<file path="src/rtl/motor_pkg.sv">
// motor_pkg: shared types and helpers for the motor PWM driver
package motor_pkg;
  localparam int PWM_MAX = 127;
  typedef logic signed [7:0] cmd_t;
  typedef logic [6:0] duty_t;
  typedef enum logic {DRIVE, DEADTIME} chan_state_t;
  // |cmd| as a duty; -128 has no positive twin so it clamps to full scale
  function automatic duty_t abs_sat(input cmd_t c);
    cmd_t n;
    n = -c;
    return (c == cmd_t'(8'sh80)) ? duty_t'(PWM_MAX) : (c[7] ? n[6:0] : c[6:0]);
  endfunction
endpackage

</file>
<file path="src/rtl/motor_channel.sv">
// motor_channel: one H-bridge channel with boundary-aligned duty/direction updates and reversal dead-time
module motor_channel
  import motor_pkg::*;
#(
  parameter int DEADTIME_PERIODS = 2
) (
  input  logic  clk,
  input  logic  reset,
  input  logic  i_bnd,
  input  duty_t i_per,
  input  duty_t i_mag,
  input  logic  i_sgn,
  output logic  o_pwm,
  output logic  o_dir
);
  localparam int DW = DEADTIME_PERIODS > 0 ? $clog2(DEADTIME_PERIODS + 1) : 1;
  chan_state_t r_state;
  duty_t r_duty;
  logic r_dir;
  logic [DW-1:0] r_dead;
  assign o_pwm = (r_state == DRIVE) && (i_per < r_duty);
  assign o_dir = r_dir;
  // state, duty and direction only move on period boundaries so no runt pulse can appear
  always_ff @(posedge clk)
    if (reset) begin
      r_state <= DRIVE;
      r_duty <= '0;
      r_dir <= 1'b0;
      r_dead <= '0;
    end else if (i_bnd) begin
      if (r_state == DRIVE && i_mag != '0 && i_sgn != r_dir) begin
        r_state <= DEADTIME;
        r_duty <= '0;
        r_dead <= DW'(DEADTIME_PERIODS);
      end else if (r_state == DRIVE || r_dead <= DW'(1)) begin
        r_state <= DRIVE;
        r_duty <= i_mag;
        r_dir <= (i_mag != '0) ? i_sgn : r_dir;
        r_dead <= '0;
      end else
        r_dead <= r_dead - 1'b1;
    end
endmodule

</file>
<file path="src/rtl/motor_pwm_driver.sv">
// motor_pwm_driver: captures MCU motor commands and drives two PWM/direction channels with a frame watchdog
module motor_pwm_driver
  import motor_pkg::*;
#(
  parameter int PRESCALE         = 47,
  parameter int DEADTIME_PERIODS = 2,
  parameter int WDOG_PERIODS     = 100
) (
  input  logic       clk,
  input  logic       reset,
  input  logic       load,
  input  logic [7:0] motor1,
  input  logic [7:0] motor2,
  output logic       pwm1,
  output logic       dir1,
  output logic       pwm2,
  output logic       dir2,
  output logic       timeout
);
  localparam int PW = PRESCALE > 0 ? $clog2(PRESCALE + 1) : 1;
  localparam int WW = $clog2(WDOG_PERIODS + 1);
  logic [2:0] r_sync;
  logic [PW-1:0] r_pre;
  duty_t r_per, r_mag1, r_mag2;
  logic r_sgn1, r_sgn2, r_to;
  logic [WW-1:0] r_wd;
  logic w_cap, w_tick, w_bnd;
  assign w_cap = r_sync[1] & ~r_sync[2];
  assign w_tick = r_pre == PW'(PRESCALE);
  assign w_bnd = w_tick && r_per == duty_t'(PWM_MAX - 1);
  assign timeout = r_to;
  // two-stage synchronizer plus history bit; resets high so a load already high is not seen as a new frame
  always_ff @(posedge clk)
    if (reset) r_sync <= '1;
    else r_sync <= {r_sync[1:0], load};
  // prescaler and shared period counter
  always_ff @(posedge clk)
    if (reset) begin
      r_pre <= '0;
      r_per <= '0;
    end else begin
      r_pre <= w_tick ? '0 : r_pre + 1'b1;
      if (w_tick) r_per <= w_bnd ? '0 : r_per + 1'b1;
    end
  // capture of pending commands and the watchdog; a capture beats a coincident expiry
  always_ff @(posedge clk)
    if (reset) begin
      r_mag1 <= '0;
      r_mag2 <= '0;
      r_sgn1 <= 1'b0;
      r_sgn2 <= 1'b0;
      r_wd <= '0;
      r_to <= 1'b1;
    end else if (w_cap) begin
      r_mag1 <= abs_sat(cmd_t'(motor1));
      r_mag2 <= abs_sat(cmd_t'(motor2));
      r_sgn1 <= motor1[7];
      r_sgn2 <= motor2[7];
      r_wd <= '0;
      r_to <= 1'b0;
    end else if (w_bnd && r_wd != WW'(WDOG_PERIODS)) begin
      r_wd <= r_wd + 1'b1;
      if (r_wd == WW'(WDOG_PERIODS - 1)) begin
        r_to <= 1'b1;
        r_mag1 <= '0;
        r_mag2 <= '0;
      end
    end
  motor_channel #(.DEADTIME_PERIODS(DEADTIME_PERIODS)) u_ch1 (
    .clk(clk), .reset(reset), .i_bnd(w_bnd), .i_per(r_per),
    .i_mag(r_mag1), .i_sgn(r_sgn1), .o_pwm(pwm1), .o_dir(dir1)
  );
  motor_channel #(.DEADTIME_PERIODS(DEADTIME_PERIODS)) u_ch2 (
    .clk(clk), .reset(reset), .i_bnd(w_bnd), .i_per(r_per),
    .i_mag(r_mag2), .i_sgn(r_sgn2), .o_pwm(pwm2), .o_dir(dir2)
  );
endmodule

</file>
<file path="config.mk">
export PLATFORM = sky130hd
export DESIGN_NAME = motor_pwm_driver
export DESIGN_NICKNAME = d
export VERILOG_FILES = /design/src/rtl/motor_pkg.sv /design/src/rtl/motor_channel.sv /design/src/rtl/motor_pwm_driver.sv
export SDC_FILE = /design/constraint.sdc
export NUM_CORES = 1
export LEC_CHECK = 0
export BUFFER_PORTS_ARGS = -buffer_cell sky130_fd_sc_hd__buf_2
export CAP_MARGIN = 25
export CORE_ASPECT_RATIO = 1.1
export CORE_UTILIZATION = 30
export CTS_CLUSTER_DIAMETER = 40
export DETAILED_ROUTE_END_ITERATION = 10
export MAX_ROUTING_LAYER = met4
export SETUP_SLACK_MARGIN = 0.15
export SLEW_MARGIN = 20
export SYNTH_ARGS = -nofsm -noshare
export SYNTH_HDL_FRONTEND = slang
export SYNTH_SLANG_ARGS = --single-unit
</file>
<file path="constraint.sdc">
create_clock -name clk -period 4.3 [get_ports clk]
set_input_delay 0.215 -clock clk [delete_from_list [all_inputs] [get_ports clk]]
set_output_delay 0.215 -clock clk [all_outputs]
set_load 0.05 [all_outputs]
</file>
# == Yosys cells after proc, flatten, opt, wreduce, memory -nomap -nowiden ==
# Cells that the tools add are included.
# totals
regBits,62
inputBits,19
output_inout_bits,5
elab_cells,89
# op_classes
n_addsub,7
n_lt_le_gt_ge,4
eq_ne,8
mux,24
bitwise,6
reduce_logical,23
# op_table
cell,n
2-to-1 mux 7 bit,13
== test 8 bit (second input constant),2
adder 7 x 1 -> 7 bit (second input constant),2
== test 7 bit (second input constant),2
< comparator 7 bit,2
negator 7 bit,2
nonzero test 7 bit,2
logical AND 1 bit,8
2-to-1 mux 2 bit,4
AND reduction 4 bit,2
nonzero test 2 bit,4
2-to-1 mux 1 bit,7
inequality test 7 bit (second input constant),1
adder 6 x 1 -> 6 bit (second input constant),1
== test 6 bit (second input constant),1
AND reduction 2 bit,3
inverter 1 bit,5
<= comparator 2 x 1 -> 1 bit (second input constant),2
OR reduction 2 bit,2
subtractor 2 x 1 -> 2 bit (second input constant),2
logical OR 1 bit,2
inequality test 1 bit,2
bitwise AND 1 bit,1

# == Depth between registers and ports, before layout ==
# Gate-level depths: netlist of run 1.
# depth
ltp_word,5
ltp_mapped,8
depth_no_buf,6

# == By module ==
# A second synthesis of run 1 with hierarchy kept.
# hier_totals
cells_unflattened,353
area_unflattened_um2,3173.0
# by_module_without_submodules
module,n_inst,cells_per_inst,area_each_um2,seq_area_each_um2
motor_pwm_driver,1,219,1956.9,800.8
motor_channel,2,67,608.1,220.2

# == Worst setup path before layout of run 1 ==
# No wires, ideal clock.
# synth_timing
path_kind,register to output
start,register r_per[1]
end,output port pwm1
arrival_ns,1.742
required_time_ns,4.085
slack_ns,2.343
stages_incl_launch_ff,5
n_path_buf,0
path_cell_list,dfxtp_1 > ha_1 > a211oi_1 > o21ai_0 > a31oi_1
# synth_via
elab_chain_cells,2
# synth_lines
item,line,text
from (decl),motor_pwm_driver.sv:24,"duty_t r_per, r_mag1, r_mag2;"
from (signal assigned),motor_pwm_driver.sv:43,if (w_tick) r_per <= w_bnd ? '0 : r_per + 1'b1;
< comparator 7 bit,motor_channel.sv:21,assign o_pwm = (r_state == DRIVE) && (i_per < r_duty);
logical AND 1 bit,motor_channel.sv:21,
to (decl),motor_pwm_driver.sv:14,"output logic pwm1,"
# No other way between the ends.

# == Worst setup path in the final report of run 1 ==
# layout_timing
start,register r_pre[0]
end,register r_wd[6]
# layout_via
elab_chain_cells,3
# layout_lines
item,line,text
from (decl),motor_pwm_driver.sv:23,logic [PW-1:0] r_pre;
from (signal assigned),motor_pwm_driver.sv:42,r_pre <= w_tick ? '0 : r_pre + 1'b1;
== test 6 bit,motor_pwm_driver.sv:29,assign w_tick = r_pre == PW'(PRESCALE);
logical AND 1 bit,motor_pwm_driver.sv:30,assign w_bnd = w_tick && r_per == duty_t'(PWM_MAX - 1);
logical AND 1 bit,motor_pwm_driver.sv:61,end else if (w_bnd && r_wd != WW'(WDOG_PERIODS)) begin
to (signal assigned),motor_pwm_driver.sv:62,r_wd <= r_wd + 1'b1;
to (decl),motor_pwm_driver.sv:26,logic [WW-1:0] r_wd;
# No other way between the ends.
# A chain may end at the register's enable or synchronous reset.

==> results of run 1 <==
## worst paths after layout
kind / from / endpoint / slack [ns] / cells after the start
max: r_pre[0] / r_wd[6] / 2.13 / 5
min: load / r_sync[0] / 0.09 / 2
max reg2reg: r_pre[0] / r_wd[6] / 2.13 / 5
min reg2reg: r_sync[0] / r_sync[1] / 0.42 / 1
## through the flow
stage	util [%]	power, W	std cells	setup WS (ns)
2_1_floorplan	-	0.000642	357	2.34
3_3_place_gp	33.2	0.000663	508	2.24
3_5_place_dp	33.2	0.000665	508	2.13
4_1_cts	36.5	0.00149	524	2.11
5_1_grt	36.5	0.00153	524	1.96
6_report	36.5	0.00148	524	2.13
## per-layer routing
metal,vias up,GRT usage (%),part of all wire (%)
li1,1389,-,-
met4,0,5.43,1.1
met3,7,3.39,3.9
met2,37,21.3,46
met5,-,-,0
met1,1268,18.0,49
## power groups by stage
stage	Combinational [W]	Clock (W)	Sequential, W
finish	0.0000646	0.000826	0.000588
global route	0.0000732	0.000873	0.000588
CTS	0.0000650	0.000842	0.000588
detailed placement	0.0000647	0	0.000600
global placement	0.0000637	0	0.000600
floorplan	0.0000421	0	0.000599
## state kept, by name, indices dropped and copies added, names as in the netlist
register,count
r_sgn2,1
u_ch2.r_duty,7
r_pre,6
u_ch1.r_state,1
r_sync,3
r_per,7
u_ch2.o_dir,1
u_ch1.r_dead,2
u_ch1.o_dir,1
timeout,1
r_sgn1,1
r_mag1,7
r_mag2,7
u_ch1.r_duty,7
u_ch2.r_state,1
r_wd,7
u_ch2.r_dead,2
## worst max-delay path, stage by stage, from the launching register on
cell and delay (ns):
dfxtp_1 0.34, ha_1 0.20, and3_1 0.24, nand4_2 0.48, or4_1 0.68, a21oi_1 0.14
## Yosys cell counts, types with 6 or more instances
library cell / count
a21oi_1: 20
o21ai_0: 16
a211oi_1: 18
nor3_1: 12
a31o_2: 16
o2bb2ai_1: 6
clkbuf_1: 6
dfxtp_1: 62
xnor2_1: 7
nand2_1: 14
inv_1: 26
and3_1: 6
ha_1: 21
nor2_1: 17
## cell families after synthesis
| family | after synthesis | share of synthesized area, % |
|---|---|---|
| buffers and inverters | 41 | 5.66 |
| muxes | 6 | 1.90 |
| xor gates and xnor gates | 9 | 2.39 |
| and+or+nand+nor | 107 | 19.3 |
| adders and majority gates | 21 | 7.98 |
| AOI/OAI and AO/OA | 111 | 25.1 |
| DFF | 62 | 37.7 |
## layout by cell type (no fill, tap or decap), drive strengths merged, types with 3 or more instances in the layout
| cell type | instances |
|---|---|
| nor3 | 12 |
| nor3b | 5 |
| nand2b | 4 |
| nand3 | 5 |
| ha | 21 |
| bufinv | 3 |
| a32o | 4 |
| a211oi | 18 |
| or4 | 4 |
| a31o | 16 |
| o21ai | 16 |
| a31oi | 5 |
| o2bb2ai | 6 |
| or3b | 3 |
| and3 | 6 |
| o211ai | 4 |
| buf | 23 |
| nor2 | 17 |
| nor4 | 4 |
| nand2 | 14 |
| mux2i | 4 |
| a21oi | 20 |
| or3 | 3 |
| xnor2 | 7 |
| and2 | 7 |
| a21o | 5 |
| clkbuf | 9 |
| inv | 26 |
| nand3b | 4 |
| or2 | 4 |
| o31ai | 4 |
| nand4 | 6 |
| dfxtp | 62 |
## cell type report
cell class / count / area [sq um]
inverters: 26 / 97.6
repair buffers: 23 / 115
fillers: 1101 / 6690
well taps: 143 / 179
clock buffers: 9 / 225
flip-flops and latches: 62 / 1240
clock inverters: 7 / 123
multi-input cells: 254 / 1870
==> impl_metrics.yaml, run 1 <==
die:
  io_pins: 24
  die_y_microns: 112
  fp.coreArea_sq_um: 10500
  dieArea_sq_um: 11400
  fp.dieW_microns: 102
  core.rowCount: 39
  start_util_pct: 31.2
placed_design:
  dp_hpwl_microns: 5130
  dpl_cell_area_sq_um: 3500
  place.port_buffers: 23
  gp_congestion: 0.802
detailed_routing:
  wl_microns: 7200
  viasPerCell: 5.15
  drc_errors: 0
  wl_per_cell_microns: 13.7
  ant_nets: 0
  drt_first_iter_violations: 91
  num_vias: 2701
  drt_first_pass_iters: 4
worst_setup_path:
  worst-setup-path-type: "reg2reg"
  critical_path_required_ns: 4.55
  critical_path.max_fanout: 24
  arrival_ns: 2.42
  cp-end-kind: "flip-flop"
  critPathLaunchType: "flip-flop"
yosys:
  synth_edf_count: 0
  synth_top_area_cell: "dfxtp_1"
  async_flop_share_pct: 0
  ys_seq_elements: 62
  synth_nets: 397
  yosysSeqAreaShare_pct: 37.7
  ys_types: 58
  netlist_area_sq_um: 3290
  synth_area_leaders: "dfxtp_1, ha_1, a31o_2, a211oi_1, a21oi_1"
  syn_area_per_cell_sq_um: 9.22
  postSynthCellCount: 357
  synthFlopType: "dfxtp_1"
  synth_top_area_share_pct: 37.7
  yosys_warnings: 0
cells_and_area:
  syn_to_final_growth_pct: 16.8
  nets: 416
  drive_above_1_share_pct: 18.4
  antenna_cells: 0
  stdcell_area_sq_um: 3850
outcome:
  status: "finished clean"
clocking:
  cts_hold_buffers: 0
  post-cts-setup-buffers: 0
  cts_made_buffers: 9
  cts_resized: 0
  clk_path_buf_depth: 2
  htree_levels: 3
  clkLatencyLatePin_ns: 0.33
  clock-sinks: 62
  cts.reportedPaths.clkPinSlew_ns: 0.05
  cts_tree: "done"
  cts_root_buffer: "clkbuf_16"
power:
  pwr_density_cell_nw_per_um2: 384
  clock_power_share_pct: 55.9
  pwr-share-seq_pct: 39.8
  p_sw_w: 0.000304
  intPower_w: 0.00117
  vdd_drop_max_uv: 174
  power_switching_share_pct: 20.6
  p_leak_nw: 1.47
  combPwrFrac_pct: 4.4
global_routing:
  grt_remaining_overflow: 0
  grt_usage_pct: 14.1
  grt_pass1_vias: 2550
  antenna_found_initial: 0
  grt_max_degree: 41
  grt_pass1_wl_microns: 12100
sta:
  drv_slew: 0
  relSlewSlack_pct: 44.8
  fin_skew_ns: 0.00604
  holdWs_ns: 0.0885
  rsz0062_at_grt: "false"
  worst_slew_pin_slew_ns: 0.821
  hold_viol: 0
  period_minus_slack_ns: 2.17
  fin_crit_sh_pct: 50.4
  tns_ns: 0
  setup_violations: 0
  clock.fmax_ghz: 0.461
worst_hold_path:
  min_path_type: "in2reg"
run:
  maxCapViolCount: 0
Note: power is estimated with default switching activity, not from simulation.
==> run 2, diff against run 1 <==
Settings changed: ABC_AREA set to 1.
Clock period 4.3 ns to 1.8 ns, I/O delays scaled along.
==> run 2 against run 1 <==
Critical path depth unchanged. Synthesized cell count increased by 34%. Hold slack improved by 0.025 ns. Clock skew increased by 0.0036 ns. Flip-flop and latch count unchanged. Combinational power increased to 2.7 times the previous value. First-iteration DRC count increased by 47%. Die area increased by 4.8%. Routed wire length increased by 8.5%. Register-to-register slack got worse by 1.9 ns. Synthesized area increased by 4.9%. Clock power increased by 120%.
==> impl_metrics.yaml, run 2 <==
outcome:
  status: "finished clean"
clocking:
  cts.reportedPaths.clkPinSlew_ns: 0.05
  htree_levels: 3
  cts_tree: "done"
  clkLatencyLatePin_ns: 0.33
  clock-sinks: 62
  cts_made_buffers: 9
  clk_path_buf_depth: 2
  cts_root_buffer: "clkbuf_16"
global_routing:
  grt_usage_pct: 14.3
  grtUsageMet3_pct: 3.13
  grt_pass1_wl_microns: 13500
  grt_max_degree: 35
  gr-usage-met1_pct: 16.2
  met2_usage_pct: 24.4
  busiest_layer: "met2"
  grt_pass1_vias: 3051
  antenna_found_initial: 0
  grt_remaining_overflow: 0
yosys:
  synthSimpleGateAreaFrac_pct: 33.1
  synth_mux_area_share_pct: 0
  async_flop_share_pct: 0
  synth_edf_count: 0
  syn_area_per_cell_sq_um: 7.24
  synthFlopType: "dfxtp_1"
  ys_seq_elements: 62
  synth_area_leaders: "dfxtp_1, nand2_1, a21oi_1, ha_1, nand3_1"
  synth_adder_area_share_pct: 7.61
  synth_top_area_cell: "dfxtp_1"
  synth_most_common_cell: "nand2_1"
  synth_top_family_by_area: "simple AND/OR/NAND/NOR gates"
  synth_compound_area_share_pct: 11.4
  ys_types: 36
  synth_nets: 517
  synth_top_area_share_pct: 35.9
  yosys_warnings: 0
  ys_top_cells_by_count: "nand2_1, dfxtp_1, inv_1"
  postSynthCellCount: 477
  yosysSeqAreaShare_pct: 35.9
  netlist_area_sq_um: 3450
  synth-xor-area-share_pct: 2.54
power:
  pwr_density_cell_nw_per_um2: 777
  finalPower_w: 0.00337
  vdd_drop_max_uv: 392
  p_leak_nw: 1.80
detailed_routing:
  viasPerCell: 4.67
  drc_errors: 0
  wl_per_cell_microns: 11.8
  drt_first_iter_violations: 134
  wl_microns: 7800
  ant_nets: 0
  drt_first_pass_iters: 4
  num_vias: 3098
sta:
  tns_ns: 0
  fin_skew_ns: 0.00966
  period_minus_slack_ns: 1.68
  hold_viol: 0
  worst_slew_pin_slew_ns: 0.606
  drv_slew: 0
  setup_violations: 0
  fin_crit_sh_pct: 93.1
  rsz0062_at_grt: "true"
  relSlewSlack_pct: 59.6
  clock.fmax_ghz: 0.596
die:
  die_y_microns: 115
  start_util_pct: 31.2
  fp.coreArea_sq_um: 11100
  core.rowCount: 40
  io_pins: 24
  fp.dieW_microns: 104
  dieArea_sq_um: 11900
cells_and_area:
  nets: 553
  antenna_cells: 0
  drive_above_1_share_pct: 24.0
  layout_commonest_cell: "nand2_1"
  most-common-layout-cells: "nand2_1, inv_1, dfxtp_1"
  syn_to_final_growth_pct: 25.7
worst_hold_path:
  min_path_type: "in2reg"
placed_design:
  place.port_buffers: 23
  dp_hpwl_microns: 5320
  gp_congestion: 0.775
worst_setup_path:
  critical_path_required_ns: 1.71
  critPathLaunchType: "flip-flop"
  arrival_ns: 1.59
  cp-end-kind: "output port"
  critical_path.max_fanout: 5
  worst-setup-path-type: "reg2out"
run:
  maxCapViolCount: 0
==> run 2: cell families (layout without fill, tap and decap cells) <==
family | count (synthesis) | in the layout
buffers and inverters | 76 | 115
adders and majority gates | 21 | 21
and+or+nand+nor | 234 | 235
xor gates and xnor gates | 10 | 10
DFF | 62 | 62
AOI/OAI and AO/OA | 74 | 74
==> run 2: final timing paths <==
kind	cells past startpoint	slack, ns	end	start
worst max-delay path	5	0.12	pwm2	r_per[4]
worst min-delay path	5	0.11	r_mag2[6]	motor2[6]
worst max register to register	9	0.25	u_ch1.r_duty[2]	r_per[0]
worst min register to register	1	0.40	r_sync[1]	r_sync[0]
==> run 2: metal layers <==
layer,wire (microns),vias to the layer above
met5,0,-
met4,126,0
met3,192,13
met2,3860,50
met1,3630,1406
li1,-,1629
==> run 2: final cells by class <==
type                       count  area, sq um
tap                          147          184
inverter                      62          233
clock buffer                  10          229
timing repair buffer          38          251
clock inverter                 5         75.1
multi-input combinational    340         2100
sequential                    62         1260
fill                        1108         6720
==> run 2: power breakdown <==
part	internal (W)	switching, W	total (W)
clock	0.00120	0.000599	0.00179
combinational	0.0000679	0.000109	0.000177
sequential	0.00138	0.0000149	0.00140
total	0.00265	0.000723	0.00337
==> run 2: per-stage QoR <==
step	instances	util [%]	setup slack [ns]	area [sq um]	hold WS (ns)
floorplan	477	-	0.190	3460	0.194
global placement	640	33.6	0.162	3720	0.279
detailed placement	640	33.6	0.0972	3720	0.286
CTS	660	38.2	0.110	4230	0.113
global route	664	39.2	0.0265	4340	0.150
finish	664	39.2	0.123	4340	0.114
==> run 2: worst max-delay path, cell delays in order, from the launching register on <==
cell and delay (ns):
dfxtp_4 0.37, ha_4 0.26, a21oi_4 0.13, o21ai_2 0.08, nor3_2 0.22, buf_6 0.19
==> run 2: what timing repair did <==
action / CTS / global route
setup endpoints to repair: 26 / 43
cloned: 1 / 1
hold buffers: 1 / 0
resized for setup: 38 / 20
endpoints found under the hold margin: 1 / 0
buffers inserted: 3 / 3
pin swaps: 7 / 10
==> run 3, diff against run 2 <==
==> constraint.sdc (replaced) <==
create_clock -name clk -period 1.8 [get_ports clk]
set_input_delay 0.27 -clock clk [delete_from_list [all_inputs] [get_ports clk]]
set_output_delay 0.27 -clock clk [all_outputs]
set_load 0.05 [all_outputs]
==> run 3 against run 2 <==
Design area grew 4.3%. Power increased by 3.4%. The flow now finishes with violations (negative setup slack). Clock power up 7%. Critical endpoint unchanged. Clock skew fell by 0.0068 ns. Routed wire length increased by 5.0%. Largest power group unchanged.
==> impl_metrics.yaml, run 3 (synthesis gave the netlist of run 2 again) <==
detailed_routing:
  wl_per_cell_microns: 12.2
  drt_first_iter_violations: 137
  num_vias: 3131
  drc_errors: 0
  ant_nets: 0
  drt_first_pass_iters: 5
  viasPerCell: 4.65
  wl_microns: 8200
clocking:
  cts_tree: "done"
  cts_hold_buffers: 0
  cts_root_buffer: "clkbuf_16"
  clock-sinks: 62
  clkLatencyLatePin_ns: 0.32
  clk_path_buf_depth: 2
  htree_levels: 3
  cts_made_buffers: 9
  cts.reportedPaths.clkPinSlew_ns: 0.05
power:
  p_leak_nw: 1.88
  intPower_w: 0.00278
  vdd_drop_max_uv: 408
  clock_power_share_pct: 54.7
  pwr-share-seq_pct: 40.2
  pwr_density_cell_nw_per_um2: 770
  combPwrFrac_pct: 5.1
  power_switching_share_pct: 20.4
  p_sw_w: 0.000711
global_routing:
  grt_pass1_vias: 3018
  grt_pass1_wl_microns: 13600
  grt_max_degree: 35
  grt_remaining_overflow: 0
  grt_usage_pct: 14.5
  antenna_found_initial: 0
cells_and_area:
  syn_to_final_growth_pct: 31.1
  antenna_cells: 0
  most-common-layout-cells: "nand2_1, inv_1, dfxtp_1"
  layout_commonest_cell: "nand2_1"
  nets: 562
  drive_above_1_share_pct: 28.3
die:
  die_y_microns: 115
  start_util_pct: 31.2
  fp.dieW_microns: 104
  dieArea_sq_um: 11900
  io_pins: 24
  core.rowCount: 40
  fp.coreArea_sq_um: 11100
sta:
  hold_viol: 0
  worst_slew_pin_slew_ns: 0.578
  tns_ns: -0.0181
  drv_slew: 0
  fin_skew_ns: 0.00284
  worst_slack_ns: -0.0181
  holdWs_ns: 0.135
  period_minus_slack_ns: 1.82
  relSlewSlack_pct: 61.4
  rsz0062_at_grt: "true"
  fin_crit_sh_pct: 101
  clock.fmax_ghz: 0.550
  setup_violations: 1
worst_setup_path:
  cp-end-kind: "output port"
  crit_path_top_delay_cell: "dfxtp_2"
  path_cells: "inv_2, ha_4, nand2_4, buf_4, o21ai_2, nor3_4, buf_6"
  critPathLaunchType: "flip-flop"
  critical_path_required_ns: 1.53
  critical_path.max_fanout: 2
  arrival_ns: 1.55
  cpPeakStageDelay_ns: 0.34
  worst-setup-path-type: "reg2out"
run:
  maxCapViolCount: 0
placed_design:
  place.port_buffers: 23
  dp_hpwl_microns: 5480
  gp_congestion: 0.776
worst_hold_path:
  min_path_type: "in2reg"
outcome:
  status: "finished, violations left"
  violations: "negative setup slack"
[run 3: changes by cell type in the layout (fill, tap and decap cells not counted), sizes merged]
| cell | previous run | this run |
|---|---|---|
| clkinv | 3 | 1 |
| buf | 37 | 46 |
| clkbuf | 10 | 13 |
| dlygate4sd3 | 1 | 0 |
| nor2 | 43 | 44 |
[run 3: per-layer routing]
metal  wire, microns  global-route usage [%]
met5               0                       -
met2            3890                    23.6
met3             205                    2.73
met1            3920                    17.5
met4             189                    6.67
[run 3: final cells by class]
| cell class | instances | area [sq um] |
|---|---|---|
| clock buffer | 13 | 270 |
| clock inverter | 3 | 65.1 |
| fill | 1101 | 6540 |
| inverter | 62 | 235 |
| multi-input combinational | 341 | 2200 |
| sequential | 62 | 1270 |
| tap | 147 | 184 |
| timing repair buffer | 46 | 308 |
[run 3: path summary, 6_finish.rpt]
kind	from	endpoint	slack [ns]	cells after the start
max	u_ch2.r_duty[6]	pwm2	-0.02	7
min	load	r_sync[0]	0.14	2
max reg2reg	r_per[0]	r_per[6]	0.25	8
min reg2reg	r_sync[1]	r_sync[2]	0.42	2
[run 3: stage by stage]
stage	setup slack (ns)	util (%)	area, sq um	power [W]	cells
after floorplan	0.158	-	3480	0.00156	477
after global placement	0.118	34.0	3760	0.00160	644
after detailed placement	0.0474	34.0	3760	0.00161	644
after CTS	-0.0145	39.6	4380	0.00352	667
after global routing	-0.0740	40.9	4530	0.00362	674
final	-0.0181	40.9	4530	0.00349	674
[run 3: power by group through the flow]
stage / logic [W] / clock network (W) / registers (W)
2_1_floorplan: 0.000125 / 0 / 0.00143
3_3_place_gp: 0.000171 / 0 / 0.00143
3_5_place_dp: 0.000176 / 0 / 0.00143
4_1_cts: 0.000176 / 0.00194 / 0.00140
5_1_grt: 0.000205 / 0.00201 / 0.00140
6_report: 0.000179 / 0.00191 / 0.00140
[run 3: timing repair]
action | 4_1_cts | 5_1_grt
endpoints found under the setup margin | 17 | 42
buffers inserted | 6 | 6
hold endpoints to repair | 0 | 0
pin swaps | 18 | 6
resized for setup | 54 | 21
gates cloned | 1 | 1
[run 3: critical path, delay by kind of cell (launching register included)]
kind	cells	cell delay (ns)
compound gates	1	0.17
fa+ha+maj	1	0.28
simple gates	2	0.11
flops	1	0.34
buf+inv	3	0.34
